File: config.mk
export PLATFORM = sky130hd
export DESIGN_NAME = imem_loader
export DESIGN_NICKNAME = d
export VERILOG_FILES = /design/src/rtl/imem_loader.sv
export SDC_FILE = /design/constraint.sdc
export NUM_CORES = 1
export LEC_CHECK = 0
export ABC_AREA = 1
export BUFFER_PORTS_ARGS = -buffer_cell sky130_fd_sc_hd__buf_2
export CORE_ASPECT_RATIO = 0.75
export CORE_MARGIN = 2
export CORE_UTILIZATION = 35
export DETAILED_ROUTE_END_ITERATION = 12
export MAX_ROUTING_LAYER = met4
export PLACE_DENSITY = 0.66
export SLEW_MARGIN = 10
export SYNTH_ARGS = -nofsm -noshare
export SYNTH_HDL_FRONTEND = slang
export SYNTH_SLANG_ARGS = --single-unit
export TNS_END_PERCENT = 5
File: constraint.sdc
create_clock -name clk -period 2.3 [get_ports clk]
set_input_delay 0.23 -clock clk [delete_from_list [all_inputs] [get_ports clk]]
set_output_delay 0.23 -clock clk [all_outputs]
set_load 0.1 [all_outputs]
File: src/rtl/imem_loader.sv
// -----------------------------------------------------------------------------
// imem_loader
//   Writer side of the instruction-memory / PC interface. Program bytes arrive
//   from the debug link over a ready/valid handshake. They are packed big-endian
//   into 32-bit words and written to consecutive instruction-memory words,
//   starting at byte address 0. The pipeline is held while loading. Loading ends
//   when the HALT word has been written, or with an error when memory is full.
//
// Parameters
//   MAX_WORDS    instruction-memory capacity in 32-bit words (power of 2, >= 2)
//   HALT_WORD    terminator word; it is written to memory, then loading ends
//
// Ports
//   clk            system clock, all logic on posedge
//   reset          synchronous, active-high reset
//   start_load     single-cycle load request, honoured in IDLE or ERROR
//   rx_data        program byte from the debug link
//   rx_valid       rx_data is valid; upstream holds it until rx_ready
//   rx_ready       byte accepted on a cycle with rx_valid && rx_ready
//   imem_wr_en     instruction-memory write strobe, one cycle per word
//   imem_wr_addr   byte address of the write (word index * 4)
//   imem_wr_data   word being written
//   write_en       high while memory is being loaded
//   cpu_clk_en     pipeline clock enable, low while loading
//   load_done      one-cycle pulse after the HALT word has been written
//   load_error     sticky overflow flag, cleared by reset or start_load
//   words_loaded   words written in the current/last load, HALT included
// -----------------------------------------------------------------------------
module imem_loader #(
    parameter int          MAX_WORDS = 256,
    parameter logic [31:0] HALT_WORD = 32'hFFFF_FFFF
) (
    input  logic        clk,
    input  logic        reset,
    input  logic        start_load,
    input  logic [7:0]  rx_data,
    input  logic        rx_valid,
    output logic        rx_ready,
    output logic        imem_wr_en,
    output logic [31:0] imem_wr_addr,
    output logic [31:0] imem_wr_data,
    output logic        write_en,
    output logic        cpu_clk_en,
    output logic        load_done,
    output logic        load_error,
    output logic [31:0] words_loaded
);

    localparam int                 IDX_W    = $clog2(MAX_WORDS);
    localparam logic [IDX_W-1:0]   LAST_IDX = IDX_W'(MAX_WORDS - 1);

    typedef enum logic [2:0] {
        S_IDLE,
        S_LOAD,
        S_WRITE,
        S_DONE,
        S_ERROR
    } state_t;

    state_t             state;
    state_t             state_nxt;
    logic [31:0]        word;
    logic [1:0]         byte_cnt;
    logic [IDX_W-1:0]   word_idx;
    logic               accept;
    logic               restart;

    assign accept  = rx_valid && rx_ready;
    assign restart = start_load && ((state == S_IDLE) || (state == S_ERROR));

    // State register.
    // NOTE: sequential state uses non-blocking assignments so every flop
    // samples values from before the clock edge.
    always_ff @(posedge clk) begin
        if (reset) begin
            state <= S_IDLE;
        end else begin
            state <= state_nxt;
        end
    end

    // Next-state and Moore outputs.
    // NOTE: every output gets a default before the case statement, so no path
    // leaves a signal unassigned and no latch is inferred.
    always_comb begin
        state_nxt  = state;
        rx_ready   = 1'b0;
        imem_wr_en = 1'b0;
        write_en   = 1'b0;
        cpu_clk_en = 1'b1;
        load_done  = 1'b0;

        unique case (state)
            S_IDLE: begin
                if (start_load) state_nxt = S_LOAD;
            end
            S_LOAD: begin
                rx_ready   = 1'b1;
                write_en   = 1'b1;
                cpu_clk_en = 1'b0;
                if (rx_valid && (byte_cnt == 2'd3)) state_nxt = S_WRITE;
            end
            S_WRITE: begin
                imem_wr_en = 1'b1;
                write_en   = 1'b1;
                cpu_clk_en = 1'b0;
                // HALT is checked first, so HALT in the last slot ends cleanly.
                if (imem_wr_data == HALT_WORD) begin
                    state_nxt = S_DONE;
                end else if (word_idx == LAST_IDX) begin
                    state_nxt = S_ERROR;
                end else begin
                    state_nxt = S_LOAD;
                end
            end
            S_DONE: begin
                load_done = 1'b1;
                state_nxt = S_IDLE;
            end
            S_ERROR: begin
                if (start_load) state_nxt = S_LOAD;
            end
            default: state_nxt = S_IDLE;
        endcase
    end

    // Datapath: byte packing, write address/data, counters and error flag.
    // The write address/data registers are loaded on the 4th byte, so they are
    // valid during WRITE and keep their value afterwards.
    always_ff @(posedge clk) begin
        if (reset) begin
            word         <= '0;
            byte_cnt     <= '0;
            word_idx     <= '0;
            imem_wr_addr <= '0;
            imem_wr_data <= '0;
            words_loaded <= '0;
            load_error   <= 1'b0;
        end else begin
            if (restart) begin
                word_idx     <= '0;
                byte_cnt     <= '0;
                words_loaded <= '0;
                load_error   <= 1'b0;
            end

            if (accept) begin
                word     <= {word[23:0], rx_data};
                byte_cnt <= byte_cnt + 2'd1;
                if (byte_cnt == 2'd3) begin
                    imem_wr_addr <= 32'(word_idx) << 2;
                    imem_wr_data <= {word[23:0], rx_data};
                end
            end

            if (state == S_WRITE) begin
                words_loaded <= 32'(word_idx) + 32'd1;
                if (state_nxt == S_LOAD) begin
                    word_idx <= word_idx + 1'b1;
                    byte_cnt <= '0;
                end
                if (state_nxt == S_ERROR) load_error <= 1'b1;
            end
        end
    end

endmodule

# After elaboration in Yosys (flattened, before gate mapping)
# Index checks and enable logic that the tools add are counted.
# op_classes
eq_ne,9
n_reduce_logical,9
muxes,22
add_sub_neg,3
# ops
op,count
2-to-1 mux 32 bit,2
== test 32 bit (second input constant),1
2-to-1 mux 8 bit,3
2-to-1 mux 3 bit,4
adder 8 x 1 -> 9 bit (second input constant),1
one-hot mux 3 bit (3 select lines),1
adder 8 x 1 -> 8 bit (second input constant),1
== test 8 bit (second input constant),1
2-to-1 mux 1 bit,8
2-to-1 mux 2 bit,4
== test 3 x 1 -> 1 bit (second input constant),2
== test 3 x 2 -> 1 bit (second input constant),2
== test 3 bit (second input constant),2
OR reduction 2 bit,2
logical AND 1 bit,3
zero test 3 bit,1
adder 2 x 1 -> 2 bit (second input constant),1
== test 2 bit (second input constant),1
AND reduction 2 bit,1
nonzero test 2 bit,1
logical OR 1 bit,1
# totals
regBits,110
inputBits,12

# Longest topological paths before layout
# Gate-level depths: netlist (run 1).
# depth
word_depth,7
depth_mapped,11
ltp_nobuf,11

# Least setup slack after synthesis (run 1)
# Ideal clock, no wire load.
# synth_timing
path_kind,register -> output
start,register state[0]
end,output load_done
path_buffers,0
arrival_time_ps,2477
path_stages_with_launch,3
setup_slack_ps,-407
path_cell_list,dfxtp_1 -> inv_1 -> nor3_1
# synth_between
elab_chain_len,2
# synth_rtl
element,line_no,source
from (decl),60,state_t state;
from (signal assigned),78,state <= state_nxt;
== test 3 x 2 -> 1 bit,93,unique case (state)
2-to-1 mux 1 bit,93,
to (decl),44,"output logic load_done,"
# No other way between the ends.

# Worst setup path in the final report (run 1)
# layout_timing
start,register state[1]
end,output imem_wr_en
# layout_between
elab_chain_len,2
# layout_rtl
element,line_no,source
== test 3 x 2 -> 1 bit,93,
2-to-1 mux 1 bit,93,
to (decl),39,"output logic imem_wr_en,"
# No other way between the ends.

==> out/qor.json, run 1 <==
{
  "clock_tree": {
    "cts-root-to-sink-buffers": 2,
    "postCtsHoldBufs": 0,
    "post-cts-setup-buffer-count": 0,
    "clk_transition_reported_paths_ps": 60,
    "cts_made_buffers": 9,
    "root_buffer": "sky130_fd_sc_hd__clkbuf_16",
    "cts.sinks": 87,
    "cts-htree-levels": 3,
    "cts.repair.resized": 0,
    "tritoncts_clock_tree": "done",
    "clock_insertion_delay_worst_skew_ps": 330
  },
  "final_layout": {
    "final_net_count": 577,
    "post_route_cells_drive_above_1_share": 0.181,
    "post_layout_nonfiller_instances": 708,
    "syn_to_final_growth_pct": 14.6,
    "antennaDiodeCount": 0
  },
  "worst_setup_path": {
    "path_class": "reg -> out",
    "timing.critical_path.arrival_ps": 1680,
    "critical_path.cell_chain": "inv_1 > nor2_2 > nand2_2 > inv_4 > buf_2",
    "startpoint_type": "flop",
    "crit_slowest_cell": "sky130_fd_sc_hd__buf_2",
    "crit_path_end_kind": "primary output",
    "crit_path_max_fanout": 24,
    "critical_path_required_ps": 2070,
    "critPathTopFamily": "buffers and inverters",
    "critical_path.max_stage_delay_ps": 480,
    "critPathBufInv": 3
  },
  "timing": {
    "worst_pin_slew_ps": 501,
    "slew_viol_final": 0,
    "timing.final.hold_violations": 0,
    "finalWorstPathRequiredPeriod_ps": 1910,
    "max_slew_margin": 0.666,
    "setup_viol": 0,
    "fmax_mhz": 523,
    "worst_clock_skew_ps": 5.02,
    "rsz0062_at_grt": "no",
    "period_share": 0.831,
    "timing.setup.tns_ps": 0
  },
  "synthesis": {
    "post_synth_most_frequent_cells": "sky130_fd_sc_hd__dfxtp_1 (87), sky130_fd_sc_hd__a21oi_1 (69), sky130_fd_sc_hd__o21ai_0 (65)",
    "postSynthRegisterBits": 87,
    "synthDominantAreaCellType": "sky130_fd_sc_hd__dfxtp_1",
    "area_share_of_the_leading_cell_type_in_the_synthesized_netlist": 0.450,
    "syn-mean-instance-area_um2": 7.64,
    "number_of_enable_flip_flop_cells_after_synthesis": 0,
    "ys_dominant_reg_cell": "sky130_fd_sc_hd__dfxtp_1",
    "post_synth_num_cell_types": 31,
    "netlist_instances": 507,
    "synthMostInstantiatedCell": "sky130_fd_sc_hd__dfxtp_1",
    "share_of_flip_flops_with_an_asynchronous_set_or_reset_after_synthesis": 0,
    "ys_seq_area_frac": 0.450,
    "yosys-top-cells-area": "sky130_fd_sc_hd__dfxtp_1 (45%), sky130_fd_sc_hd__buf_4 (9.1%), sky130_fd_sc_hd__a21oi_1 (8.9%), sky130_fd_sc_hd__o21ai_0 (8.4%), sky130_fd_sc_hd__nand2_1 (6.1%)",
    "synthesis.area_um2": 3870,
    "synth_warnings": 0
  },
  "global_route": {
    "antenna_found_initial": 0,
    "largest_net_degree_at_the_start_of_global_routing": 66,
    "globalRouteOverflowTotal": 0,
    "first_global_vias": 2887,
    "grtUsageTotal": 0.147,
    "grt_pass1_wl_mm": 13.9
  },
  "floorplan": {
    "core_region_area_um2": 10900,
    "die_w_um": 125,
    "floorplan.initialDensity": 0.357,
    "ioPinCount": 114,
    "die_height_um": 95.1,
    "fp.dieArea_um2": 11900,
    "placement_rows": 33
  },
  "place": {
    "place.gp.congestion": 0.813,
    "buffer_ports.inserted": 66,
    "hpwlAfterDp_mm": 6.12,
    "post-place-cells": 692
  },
  "flow_run": {
    "max_cap_violations": 0
  },
  "routing": {
    "drt_pass1_iterations": 4,
    "initialDrtViolationCount": 183,
    "post_drt_wl_per_cell_um": 12.1,
    "postRouteWirelength_mm": 8.59,
    "route.antenna.remaining_nets": 0,
    "vias_after_detailed_routing": 3221,
    "viasPerCell": 4.55,
    "drc": 0
  },
  "pwr": {
    "power.ir.vdd_worst_uv": 391,
    "power.density_nw_per_um2": 788,
    "lkg_pwr_nw": 2.05
  },
  "hold_path": {
    "hold_path_class": "in -> reg"
  },
  "status": {
    "run_status": "finished clean"
  }
}
-- power by group --
group,switching (W),total [W],internal (W)
combinational,0.000465,0.000510,0.0000452
sequential,0.0000157,0.00155,0.00154
clock,0.000567,0.00144,0.000869
-- final timing paths --
path,endpoint,depth (start not counted),from,slack (ps)
min,imem_wr_data[6],3,rx_data[6],160
min reg2reg,words_loaded[1],2,words_loaded[1],460
max,imem_wr_en,5,state[1],390
max reg2reg,imem_wr_data[9],6,byte_cnt[0],550
-- metal layers --
metal  wire, µm  GRT usage  share of wire
met1       4190      0.196           0.49
met2       3800      0.227           0.44
met3        504     0.0325          0.059
met4         96     0.0417          0.011
met5          0          -              0
-- stage by stage --
step | cell area, µm² | utilization | hold WS, ps | setup WS, ps | total power [W]
floorplan | 4050 | - | 378 | 52.6 | 0.00211
detailed placement | 4140 | 0.381 | 450 | 563 | 0.00209
global placement | 4140 | 0.381 | 450 | 643 | 0.00209
finish | 4440 | 0.409 | 164 | 388 | 0.00350
global route | 4440 | 0.409 | 149 | 256 | 0.00362
CTS | 4440 | 0.409 | 153 | 377 | 0.00353
-- cells in the final DEF (no fill, tap or decap), types with 2 or more instances in the layout --
master | Yosys | final
sky130_fd_sc_hd__nor2_2 | 4 | 4
sky130_fd_sc_hd__o21ai_0 | 65 | 65
sky130_fd_sc_hd__nand4_1 | 3 | 3
sky130_fd_sc_hd__conb_1 | 1 | 47
sky130_fd_sc_hd__buf_4 | 47 | 2
sky130_fd_sc_hd__dfxtp_1 | 87 | 87
sky130_fd_sc_hd__ha_1 | 2 | 2
sky130_fd_sc_hd__a21oi_1 | 69 | 69
sky130_fd_sc_hd__clkinvlp_4 | 0 | 3
sky130_fd_sc_hd__nand3_4 | 2 | 2
sky130_fd_sc_hd__clkbuf_16 | 0 | 9
sky130_fd_sc_hd__nand3_1 | 16 | 16
sky130_fd_sc_hd__xor2_1 | 6 | 6
sky130_fd_sc_hd__nand2_1 | 63 | 63
sky130_fd_sc_hd__nor2_1 | 49 | 49
sky130_fd_sc_hd__buf_2 | 10 | 66
sky130_fd_sc_hd__nand3b_1 | 2 | 2
sky130_fd_sc_hd__a21oi_2 | 2 | 2
sky130_fd_sc_hd__nand2_2 | 2 | 2
sky130_fd_sc_hd__inv_4 | 2 | 2
sky130_fd_sc_hd__inv_1 | 53 | 53
-- sequential cells by signal, indices dropped and copies added (netlist names) --
| signal | count |
|---|---|
| byte_cnt | 2 |
| imem_wr_addr | 8 |
| imem_wr_data | 32 |
| load_error | 1 |
| state | 3 |
| word | 24 |
| word_idx | 8 |
| words_loaded | 9 |
-- cell families after synthesis --
logic type | after synthesis | synth area share
other cells | 1 | 0.000968
compound gates | 138 | 0.183
flops | 87 | 0.450
simple gates | 146 | 0.173
fa+ha+maj | 2 | 0.00646
buf+inv | 127 | 0.173
xor+xnor | 6 | 0.0136
-- worst register-to-register path: stages, from the launching register on --
cell                      delay [ps]
sky130_fd_sc_hd__dfxtp_1         340
sky130_fd_sc_hd__ha_1            150
sky130_fd_sc_hd__nand2_1         130
sky130_fd_sc_hd__nor2_8          300
sky130_fd_sc_hd__buf_4           430
sky130_fd_sc_hd__o21ai_0         170
sky130_fd_sc_hd__a21oi_1         160
-- area by class of cell --
class                           count  area, µm²
Sequential cell                    87       1740
Tap cell                          140        175
Clock buffer                       11        243
Multi-Input combinational cell    339       1640
Timing Repair Buffer               69        365
Fill cell                        1110       6420
Inverter                           57        219
Clock inverter                      5       57.6
Note: power is estimated with default switching activity, not from simulation.
==> run 2: changes to the inputs <==
PLACE_DENSITY = 0.68   (was 0.66)
clock period = 1.68 ns   (was 2.3 ns; I/O delays follow)
==> out/qor.json, run 2 (same netlist as run 1, synthesis figures left out) <==
{
  "clock_tree": {
    "cts-htree-levels": {"value": 3, "change": "unchanged"},
    "root_buffer": "sky130_fd_sc_hd__clkbuf_16",
    "cts.sinks": {"value": 87, "change": "unchanged"},
    "cts-root-to-sink-buffers": {"value": 2, "change": "unchanged"},
    "tritoncts_clock_tree": "done",
    "clock_insertion_delay_worst_skew": {"value": 330, "unit": "ps", "change": "about the same"},
    "postCtsHoldBufs": {"value": 0, "change": "unchanged"},
    "cts_made_buffers": {"value": 9, "change": "unchanged"},
    "clk_transition_reported_paths": {"value": 60, "unit": "ps", "change": "about the same"}
  },
  "timing": {
    "period_share": 0.952,
    "fmax_mhz": 625,
    "max_slew_margin": {"value": 0.656, "change": "-0.0106"},
    "slew_viol_final": {"value": 0, "change": "unchanged"},
    "worst_pin_slew": {"value": 520, "unit": "ps", "change": "+19.5 ps"},
    "timing.final.ws_setup": {"value": 80.8, "unit": "ps", "change": "-307 ps"},
    "worst_clock_skew": {"value": 4.00, "unit": "ps", "change": "-1.03 ps"},
    "finalWorstPathRequiredPeriod_ps": 1600,
    "timing.setup.tns": {"value": 0, "unit": "ps", "change": "unchanged"},
    "timing.final.hold_violations": {"value": 0, "change": "unchanged"},
    "setup_viol": {"value": 0, "change": "unchanged"}
  },
  "final_layout": {
    "register_with_the_most_flip_flops": "imem_wr_data",
    "syn_to_final_growth_pct": 19.0,
    "largest_register_ffs": {"value": 32, "change": "unchanged"},
    "antennaDiodeCount": {"value": 0, "change": "unchanged"},
    "fin_area": {"value": 4610, "unit": "µm²", "change": "+3.9%"},
    "mostFrequentLayoutCell": "sky130_fd_sc_hd__a21oi_1",
    "layout.cells.most_common_list": "sky130_fd_sc_hd__a21oi_1 (69), sky130_fd_sc_hd__o21ai_0 (65), sky130_fd_sc_hd__buf_2 (62), sky130_fd_sc_hd__nand2_1 (61), sky130_fd_sc_hd__dfxtp_1 (53)",
    "post_layout_nonfiller_instances": {"value": 712, "change": "+0.56%"},
    "post_route_cells_drive_above_1_share": {"value": 0.259, "change": "+0.0774"},
    "final_net_count": {"value": 581, "change": "+0.69%"},
    "biggestRegsByFlops": "imem_wr_data (32), word (24), words_loaded (9)"
  },
  "global_route": {
    "largest_net_degree_at_the_start_of_global_routing": {"value": 69, "change": "+4.5%"},
    "antenna_found_initial": {"value": 0, "change": "unchanged"},
    "grt_pass1_wl": {"value": 14.2, "unit": "mm", "change": "+1.7%"},
    "globalRouteOverflowTotal": {"value": 0, "change": "unchanged"},
    "first_global_vias": {"value": 2901, "change": "+0.48%"},
    "grtUsageTotal": {"value": 0.153, "change": "+0.00546"}
  },
  "pwr": {
    "power.density": {"value": 1070, "unit": "nW/µm²", "change": "+36%"},
    "lkg_pwr": {"value": 2.11, "unit": "nW", "change": "+2.7%"},
    "power.ir.vdd_worst": {"value": 440, "unit": "µV", "change": "+13%"},
    "total_power": {"value": 0.00492, "unit": "W", "change": "+41%"}
  },
  "floorplan": {
    "placement_rows": {"value": 33, "change": "unchanged"},
    "core_region_area": {"value": 10900, "unit": "µm²", "change": "unchanged"},
    "floorplan.initialDensity": {"value": 0.357, "change": "unchanged"},
    "die_w": {"value": 125, "unit": "µm", "change": "unchanged"},
    "fp.dieArea": {"value": 11900, "unit": "µm²", "change": "unchanged"},
    "ioPinCount": {"value": 114, "change": "unchanged"},
    "die_height": {"value": 95.1, "unit": "µm", "change": "unchanged"}
  },
  "worst_setup_path": {
    "critical_path_required": {"value": 1510, "unit": "ps", "change": "-560 ps"},
    "critPathCapture": "imem_wr_en",
    "path_class": "reg -> out",
    "crit_path_max_fanout": {"value": 22, "change": "-8.3%"},
    "reg2reg_setup_slack": {"value": 130, "unit": "ps", "change": "-420 ps"},
    "startpoint_type": "flop",
    "crit_path_end_kind": "primary output",
    "crit_path_start": "state[1]",
    "critical_path.reg2reg.endpoint": "word_idx[7]",
    "worst-r2r-cell-count": {"value": 9, "change": "+3"},
    "worstReg2RegStart": "word_idx[1]",
    "timing.critical_path.arrival": {"value": 1430, "unit": "ps", "change": "-250 ps"}
  },
  "routing": {
    "postRouteWirelength": {"value": 8.66, "unit": "mm", "change": "+0.85%"},
    "post_drt_wl_per_cell": {"value": 12.2, "unit": "µm", "change": "+0.28%"},
    "drc": {"value": 0, "change": "unchanged"},
    "viasPerCell": {"value": 4.59, "change": "+0.95%"},
    "route.antenna.remaining_nets": {"value": 0, "change": "unchanged"},
    "initialDrtViolationCount": {"value": 157, "change": "-14%"},
    "drt_pass1_iterations": {"value": 4, "change": "unchanged"},
    "vias_after_detailed_routing": {"value": 3270, "change": "+1.5%"}
  },
  "flow_run": {
    "max_cap_violations": {"value": 0, "change": "unchanged"}
  },
  "place": {
    "post-place-cells": {"value": 696, "change": "+0.58%"},
    "post-place-ws": {"value": 106, "unit": "ps", "change": "-457 ps"},
    "place.gp.congestion": {"value": 0.807, "change": "-0.76%"},
    "buffer_ports.inserted": {"value": 66, "change": "unchanged"},
    "hpwlAfterDp": {"value": 6.13, "unit": "mm", "change": "+0.23%"},
    "dpl-instance-area": {"value": 4250, "unit": "µm²", "change": "+2.6%"}
  },
  "status": {
    "run_status": "finished clean"
  },
  "hold_path": {
    "hold_path_class": "in -> reg"
  }
}
[run 2: cell count changes in the layout (fill, tap and decap cells not counted), moves of 2 or more]
cell / delta
sky130_fd_sc_hd__nor2_1: -3
sky130_fd_sc_hd__buf_4: +4
sky130_fd_sc_hd__nor2_2: +2
sky130_fd_sc_hd__buf_12: +3
sky130_fd_sc_hd__dfxtp_2: +34
sky130_fd_sc_hd__buf_2: -4
sky130_fd_sc_hd__nand2_1: -2
sky130_fd_sc_hd__dfxtp_1: -34
[run 2: worst max-delay path, stage by stage, from the launching register on]
cell and delay (ps):
sky130_fd_sc_hd__dfxtp_2 350, sky130_fd_sc_hd__inv_1 70, sky130_fd_sc_hd__nor2_2 90, sky130_fd_sc_hd__nand2_2 130
sky130_fd_sc_hd__inv_4 120, sky130_fd_sc_hd__buf_12 160, sky130_fd_sc_hd__buf_12 180
[run 2: stage by stage]
step           hold WS, ps  utilization
6_report              99.2        0.425
3_3_place_gp           434        0.391
3_5_place_dp           446        0.391
5_1_grt               94.3        0.425
2_1_floorplan          309            -
4_1_cts               83.2        0.422
[run 2: routing by layer]
layer	vias up	GRT usage	share of wire
met4	0	0.0500	0.012
li1	1655	-	-
met1	1503	0.207	0.51
met3	9	0.0415	0.054
met5	-	-	0
met2	103	0.222	0.43
[run 2: how the worst min path moves through the flow]
stage | start | end | slack, ps | cells after the start
after global routing | rx_data[5] | word[5] | 90 | 3
after global placement | rx_data[6] | word[6] | 430 | 3
after floorplan | rx_data[0] | imem_wr_data[0] | 310 | 2
after CTS | rx_data[5] | word[5] | 80 | 3
after detailed placement | rx_data[5] | word[5] | 450 | 3
final | rx_data[6] | word[6] | 100 | 3
[run 2: power by group]
group | switching (W) | total (W) | internal (W)
Combinational | 0.000642 | 0.000717 | 0.0000747
Clock | 0.000787 | 0.00208 | 0.00130
Sequential | 0.0000214 | 0.00212 | 0.00210
[run 2: cell type report]
cell class              instances  area, µm²
well taps                     140        175
fillers                      1115       6250
clock buffers                  10        229
multi-input cells             339       1670
repair buffers                 73        443
flip-flops and latches         87       1780
inverters                      57        223
clock inverters                 6       85.1
[run 2: what timing repair did]
item / CTS / global route
resized for setup: 5 / 10
pin swaps: 0 / 2
setup endpoints to repair: 3 / 12
buffers inserted: 0 / 0
